**src/rtl/cache_pkg.sv**
```systemverilog
// Shared cache-side definitions.
// Holds the request-arbiter FSM state type and the RW op encoding.
// The cache controller FSM uses the same RW encoding.
package cache_pkg;

  typedef enum logic [1:0] {
    IDLE  = 2'd0,
    ISSUE = 2'd1,
    WAIT  = 2'd2,
    RESP  = 2'd3
  } arb_state_t;

  localparam logic RW_READ  = 1'b0;
  localparam logic RW_WRITE = 1'b1;

endpackage

```
**src/rtl/rr_pick.sv**
```systemverilog
// Combinational round-robin pick.
// Ports:
//   req : request vector
//   ptr : index holding top priority
//   gnt : one-hot winner, all zero when nothing is requested
//   vld : at least one request is set
// The winner is the first set bit at or above ptr, wrapping to bit 0.
module rr_pick #(
  parameter int N_REQ = 2,
  parameter int PW    = $clog2(N_REQ)
) (
  input  logic [N_REQ-1:0] req,
  input  logic [PW-1:0]    ptr,
  output logic [N_REQ-1:0] gnt,
  output logic             vld
);

  // First pass covers bits at or above ptr. The second pass covers the wrapped
  // region. Because the first pass has priority, the wrapped bits only win
  // when nothing at or above ptr is set.
  always_comb begin
    gnt = '0;
    vld = 1'b0;
    for (int j = 0; j < N_REQ; j++) begin
      if (!vld && req[j] && (j >= int'(ptr))) begin
        gnt[j] = 1'b1;
        vld    = 1'b1;
      end
    end
    for (int j = 0; j < N_REQ; j++) begin
      if (!vld && req[j]) begin
        gnt[j] = 1'b1;
        vld    = 1'b1;
      end
    end
  end

endmodule

```
**src/rtl/cache_req_arbiter.sv**
```systemverilog
// Round-robin arbiter and sequencer in front of the single cache controller.
// Ports:
//   clk, reset                   : clock; asynchronous active-low reset
//   req/rw/addr/wdata            : requester ports; req held until its done
//   grant                        : one-hot owner; 0 when idle
//   done                         : one-cycle completion pulse to the owner
//   err                          : timeout flag, valid with done
//   rdata                        : read data, valid with done
//   busy                         : FSM not in IDLE
//   cache_run                    : one-cycle start pulse to the controller
//   cache_rw/cache_addr/
//   cache_wdata                  : operation latched at grant time
//   cache_done/cache_rdata       : controller completion and read data
module cache_req_arbiter
  import cache_pkg::*;
#(
  parameter int N_REQ   = 2,
  parameter int ADDR_W  = 32,
  parameter int DATA_W  = 32,
  parameter int TIMEOUT = 64
) (
  input  logic                           clk,
  input  logic                           reset,
  input  logic [N_REQ-1:0]               req,
  input  logic [N_REQ-1:0]               rw,
  input  logic [N_REQ-1:0][ADDR_W-1:0]   addr,
  input  logic [N_REQ-1:0][DATA_W-1:0]   wdata,
  output logic [N_REQ-1:0]               grant,
  output logic [N_REQ-1:0]               done,
  output logic                           err,
  output logic [DATA_W-1:0]              rdata,
  output logic                           busy,
  output logic                           cache_run,
  output logic                           cache_rw,
  output logic [ADDR_W-1:0]              cache_addr,
  output logic [DATA_W-1:0]              cache_wdata,
  input  logic                           cache_done,
  input  logic [DATA_W-1:0]              cache_rdata
);

  localparam int PW = $clog2(N_REQ);
  localparam int CW = $clog2(TIMEOUT + 1);

  arb_state_t          state;
  logic [PW-1:0]       ptr;
  logic [PW-1:0]       gidx;
  logic [CW-1:0]       cnt;
  logic                err_q;
  logic [DATA_W-1:0]   rdata_q;

  logic [N_REQ-1:0]    pick_gnt;
  logic                pick_vld;
  logic [PW-1:0]       pick_idx;
  logic                pick_rw;
  logic [ADDR_W-1:0]   pick_addr;
  logic [DATA_W-1:0]   pick_wdata;

  rr_pick #(.N_REQ(N_REQ), .PW(PW)) u_pick (
    .req (req),
    .ptr (ptr),
    .gnt (pick_gnt),
    .vld (pick_vld)
  );

  // Select the winner's operation with a one-hot mux.
  always_comb begin
    pick_idx   = '0;
    pick_rw    = RW_READ;
    pick_addr  = '0;
    pick_wdata = '0;
    for (int j = 0; j < N_REQ; j++) begin
      if (pick_gnt[j]) begin
        pick_idx   = PW'(j);
        pick_rw    = rw[j];
        pick_addr  = addr[j];
        pick_wdata = wdata[j];
      end
    end
  end

  always_ff @(posedge clk or negedge reset) begin
    if (!reset) begin
      state       <= IDLE;
      ptr         <= '0;
      gidx        <= '0;
      cnt         <= '0;
      grant       <= '0;
      err_q       <= 1'b0;
      rdata_q     <= '0;
      cache_rw    <= RW_READ;
      cache_addr  <= '0;
      cache_wdata <= '0;
    end else begin
      case (state)
        IDLE: begin
          if (pick_vld) begin
            grant       <= pick_gnt;
            gidx        <= pick_idx;
            cache_rw    <= pick_rw;
            cache_addr  <= pick_addr;
            cache_wdata <= pick_wdata;
            state       <= ISSUE;
          end
        end
        ISSUE: begin
          cnt   <= '0;
          state <= WAIT;
        end
        WAIT: begin
          // When completion and timeout fall in the same cycle, completion wins.
          if (cache_done) begin
            rdata_q <= (cache_rw == RW_WRITE) ? '0 : cache_rdata;
            err_q   <= 1'b0;
            state   <= RESP;
          end else if (cnt == CW'(TIMEOUT - 1)) begin
            rdata_q <= '0;
            err_q   <= 1'b1;
            state   <= RESP;
          end else begin
            cnt <= cnt + 1'b1;
          end
        end
        RESP: begin
          ptr     <= (gidx == PW'(N_REQ - 1)) ? '0 : gidx + 1'b1;
          grant   <= '0;
          err_q   <= 1'b0;
          rdata_q <= '0;
          state   <= IDLE;
        end
        default: state <= IDLE;
      endcase
    end
  end

  assign done      = (state == RESP) ? grant : '0;
  assign err       = err_q;
  assign rdata     = rdata_q;
  assign busy      = (state != IDLE);
  assign cache_run = (state == ISSUE);

endmodule

```
**config.mk**
```make
export PLATFORM = sky130hd
export DESIGN_NAME = cache_req_arbiter
export DESIGN_NICKNAME = d
export VERILOG_FILES = /design/src/rtl/cache_pkg.sv /design/src/rtl/rr_pick.sv /design/src/rtl/cache_req_arbiter.sv
export SDC_FILE = /design/constraint.sdc
export NUM_CORES = 1
export LEC_CHECK = 0
export BUFFER_PORTS_ARGS = -buffer_cell sky130_fd_sc_hd__buf_2
export CAP_MARGIN = 15
export CORE_MARGIN = 2
export CORE_UTILIZATION = 41
export DETAILED_ROUTE_END_ITERATION = 8
export PLACE_DENSITY = 0.89
export SLEW_MARGIN = 10
export SYNTH_ARGS = -nofsm -noshare
export SYNTH_HDL_FRONTEND = slang
export SYNTH_SLANG_ARGS = --single-unit
```
**constraint.sdc**
```tcl
create_clock -name clk -period 1.6 [get_ports clk]
set_clock_uncertainty 0.15 [all_clocks]
set_input_delay 0.16 -clock clk [delete_from_list [all_inputs] [get_ports clk]]
set_output_delay 0.16 -clock clk [all_outputs]
set_load 0.02 [all_outputs]
```
* After elaboration in Yosys (flattened, before gate mapping)
Cells that the tools add are included.
Storage, ports and cells: word-level logic and storage cells 70, bits in registers 111, output and inout bits 104
Operators by class: $lt $le $gt $ge 1, equal/unequal tests 8, reductions and logical operators 17, add/sub/neg operators 2, multiplexer cells 32
Operators by type and width (count):
- $mux 32 | 7
- $pmux 32 s2 | 1
- $mux 7 | 2
- $pmux 7 s2 | 1
- $mux 1 | 13
- $mux 2 | 5
- $pmux 2 s4 | 1
- $reduce_and 2->1 | 4
- $reduce_bool 2->1 | 4
- $add 7x1->7 const B | 1
- $eq 7x6->1 const B | 1
- $ne 2x2->1 const B | 3
- $eq 2x2->1 const B | 2
- $logic_and 1x1->1 | 4
- $pmux 2 s2 | 1
- $logic_not 1->1 | 3
- $ne 3x3->1 const B | 1
- $reduce_and 3->1 | 1
- $eq 2x1->1 const B | 1
- $logic_not 2->1 | 1
- $pmux 1 s2 | 1
- $add 1x1->1 const B | 1
- $ge 1x1->1 const A | 1

* Longest topological paths before layout
depth after elaboration 14, depth in mapped cells 7, depth with buffers taken out 6

* Modules after synthesis
A second synthesis with hierarchy kept.
Unflattened totals: cells, all modules 521, area total of the unflattened synthesis 5063.6 µm²
Modules (own cells, without submodules):
- cache_req_arbiter | times used 1, sequential area each 2777.7 µm², area an instance 5038.6 µm², cells each 517
- rr_pick | times used 1, sequential area each 0.0 µm², area an instance 25.0 µm², cells each 4

* Worst setup path after synthesis
Ideal clock, no wire load.
kind register -> register, start point register state[0], end point register state[1], arrival 1481 ps, buffers on the path 0, clock period less this slack 1759 ps, path slack -159 ps, setup time 128 ps, data required time 1322 ps, stages on the path, launching flop included 7, cells stage by stage dfrtp_1 -> inv_1 -> ha_1 -> inv_1 -> nor3_1 -> nor2_1 -> mux2_1
On the way: longest elaborated chain between the ends 3, elaborated cells on any way between the ends 8
RTL lines:
- start: declaration | RTL line cache_req_arbiter.sv:44 | arb_state_t state;
- start signal: assignment | RTL line cache_req_arbiter.sv:83 | state <= IDLE;
- start signal: assignment | RTL line cache_req_arbiter.sv:102 | state <= ISSUE;
- start signal: assignment | RTL line cache_req_arbiter.sv:107 | state <= WAIT;
- $eq 2x2->1 / $logic_not 2->1 (equally long branches) | RTL line cache_req_arbiter.sv:94 | case (state)
- $ne 3x3->1 (no source line) / $ne 2x2->1 (equally long branches)
- $reduce_and 2->1 (no source line)
Several ways; a longest one is shown, not always the timed one. A chain may end at the register's enable or synchronous reset.

* Worst setup path in the final report
start point register state[1], end point register rdata_q[29], in the netlist rdata[29]
On the way: longest elaborated chain between the ends 3, elaborated cells on any way between the ends 6
RTL lines:
- $eq 2x2->1 | RTL line cache_req_arbiter.sv:94
- $ne 3x3->1 (no source line) / $reduce_bool 2->1 (equally long branches)
- $reduce_and 2->1 (no source line)
- end signal: assignment | RTL line cache_req_arbiter.sv:112 | rdata_q <= (cache_rw == RW_WRITE) ? '0 : cache_rdata;
- end: declaration | RTL line cache_req_arbiter.sv:49 | logic [DATA_W-1:0] rdata_q;
Several ways; a longest one is shown, not always the timed one.

==> impl_metrics.tcl <==
set metrics [dict create \
    cp.arrival_ns 2.22 \
    drcViolationCount 0 \
    netlist_area_mm2 0.00498 \
    firstDrtPassIters 5 \
    tightest_slew_ns 0.692 \
    synth-seq-cells 111 \
    pwr_density_cell_mw_per_mm2 1690 \
    finalWirelength_um 25200 \
    final_cell_mix "268 x buf_2, 153 x dlygate4sd3_1, 111 x dfrtp_1" \
    synthArstFlopShare_pct 100 \
    cp_max_fo 18 \
    path_cells "buf_6 > ha_4 > inv_4 > buf_6 > buf_4 > a22oi_1 > o21ai_2" \
    critPathRequiredTime_ns 1.68 \
    fillCellCount 621 \
    period_minus_slack_ns 2.14 \
    die-area_mm2 0.0131 \
    multiInputGateArea_mm2 0.00244 \
    cts.path.max_buffers 2 \
    drive_above_1_share_pct 45.6 \
    crit_cells 7 \
    grt_pass1_wl_um 32700 \
    finalHoldViolCount 1 \
    start_kind "register" \
    synth_ff_type "dfrtp_1" \
    coreArea_mm2 0.0120 \
    post-route-util_pct 79.8 \
    vdd_drop_max_uv 927 \
    drtAntennaViolNets 0 \
    area_delta_synth_final_pct 91.6 \
    clk_latency_ns 0.36 \
    crit_type "register to register" \
    status "finished with violations" \
    p_leak_nw 4.85 \
    start_util_pct 41.7 \
    ys_types 39 \
    cts_sinks 111 \
    hpwl_um 10500 \
    fp.dieH_um 114 \
    ys_seq_area_share_pct 55.7 \
    place.gp.congestion 0.819 \
    cp_top_family "compound AO/OA/AOI/OAI gates" \
    synth_edf_count 0 \
    cts_tree "done" \
    groute.usage.overall_pct 32.0 \
    cts_buffers 9 \
    slew_violations 0 \
    ys_warn_count 0 \
    finalSetupTns_ns -15.59 \
    clk_pin_slew_ns 0.08 \
    timing.critical_path.slowest_stage_cell "a22oi_1" \
    hold_depth 3 \
    wire_per_inst_um 22.2 \
    max_freq_ghz 0.466 \
    end_kind "register" \
    setup_viol 113 \
    rows 40 \
    htreeDepth 3 \
    min_period_over_period_pct 134 \
    synthesis.nets 685 \
    die_x_um 114 \
    grt_setup_unrepaired "yes" \
    cp_common_cell "buf_6" \
    overflow 0 \
    grt_pass1_vias 6564 \
    portBuffers 270 \
    fin_nets 1154 \
    min_path_type "primary input to register" \
    maxCapViolCount 0 \
    max_stage_delay_ns 0.58 \
    fin_hold_ws_ns -0.00416 \
    path_buf_inv 4 \
    final_common_cell "buf_2" \
    io_pins 271 \
    relSlewSlack_pct 53.9 \
    seqCellArea_mm2 0.00278 \
    fin_ws_ns -0.545 \
    antenna_found_initial 1 \
    first_iter_violations 823 \
    avgSynthCellArea_um2 9.73 \
    r2r_cells 7 \
    grt_max_degree 61 \
    violations "negative hold slack, negative setup slack" \
    vias 6715 \
    detail_route.vias_per_cell 5.92 \
    root_buffer "clkbuf_16" \
    synthCells 512 \
]
## metal layers
| layer | wire length (um) | global-route usage [%] | vias up |
|---|---|---|---|
| li1 | - | - | 2773 |
| met1 | 8420 | 35.1 | 3165 |
| met2 | 12200 | 55.5 | 596 |
| met3 | 2650 | 8.68 | 181 |
| met4 | 1950 | 19.2 | 0 |
| met5 | 0 | 0 | - |
## report_power, final
group | switching, mW | total (mW) | internal (mW)
Combinational | 5.23 | 8.87 | 3.64
Sequential | 0.965 | 4.89 | 3.93
Clock | 1.10 | 2.37 | 1.27
Total | 7.29 | 16.1 | 8.84
## final cells by class
class,instances,share of cell area (%)
Antenna cell,1,0.0262
Clock buffer,10,2.50
Clock inverter,6,0.721
Inverter,8,0.367
Multi-Input combinational cell,355,25.6
Sequential cell,111,29.1
Tap cell,147,1.93
Timing Repair Buffer,496,39.8
## registers in the layout, summed over array words and instances (netlist names)
name	cells
cache_wdata	32
rdata	32
ptr	1
state	2
gidx	1
cache_rw	1
grant	2
cache_addr	32
cnt	7
err	1
## Yosys cell counts, types with 2 or more instances
cell	number	area share, %
nand2_1	135	10
dfrtp_1	111	56
a22oi_1	97	15
o21ai_0	68	6.8
buf_2	21	2.1
clkbuf_1	15	1.1
inv_1	7	0.53
o21ai_1	7	0.70
ha_1	6	1.5
a21oi_1	4	0.40
and2_1	4	0.50
a31oi_1	3	0.38
nand2b_1	3	0.38
nor2_1	3	0.23
a21o_1	2	0.30
a21oi_2	2	0.35
and3_1	2	0.25
## repair_timing
action	CTS	global route
cloned	4	8
setup endpoints to repair	109	111
hold endpoints to repair	208	0
pin swaps	8	25
gates resized for setup	53	106
buffers inserted	11	9
hold buffers	153	0
## logic make-up after synthesis
logic type               count (synthesis)  synth area share, %
buffers and inverters                   46                 4.14
multiplexers                             3                0.653
flip-flops                             111                 55.7
AND/OR/NAND/NOR                        153                 12.5
adder cells (fa/ha/maj)                  6                 1.51
AO/OA/AOI/OAI                          193                 25.5
## tightest hold or removal path, cell delays in order
cell and delay (ns):
buf_2 0.08, a22oi_1 0.06, o21ai_0 0.16
## stage by stage
step	instance area (um2)	power, mW	setup slack (ns)	cells
final	9550	16.1	-0.545	1134
after detailed placement	6860	11.1	-0.139	935
after global routing	9550	16.8	-0.595	1133
after global placement	6860	10.8	-0.0794	935
after floorplan	5030	8.38	-0.0804	512
after CTS	9030	14.4	-0.140	1119
## worst paths after layout
check | from | to | slack, ns
setup / recovery | state[1]$_DFFE_PN0P_ | rdata[29]$_DFFE_PN0P_ | -0.54
hold reg to reg | cache_addr[28]$_DFFE_PN0P_ | cache_addr[28]$_DFFE_PN0P_ | 0.32
max in group asynchronous | reset | cache_addr[29]$_DFFE_PN0P_ | 0.62
hold / removal | wdata[20] | cache_wdata[20]$_DFFE_PN0P_ | -0.004
setup reg to reg | state[1]$_DFFE_PN0P_ | rdata[29]$_DFFE_PN0P_ | -0.54
min in group asynchronous | reset | rdata[4]$_DFFE_PN0P_ | 0.13
No activity file was read; power rests on OpenSTA's default activity.
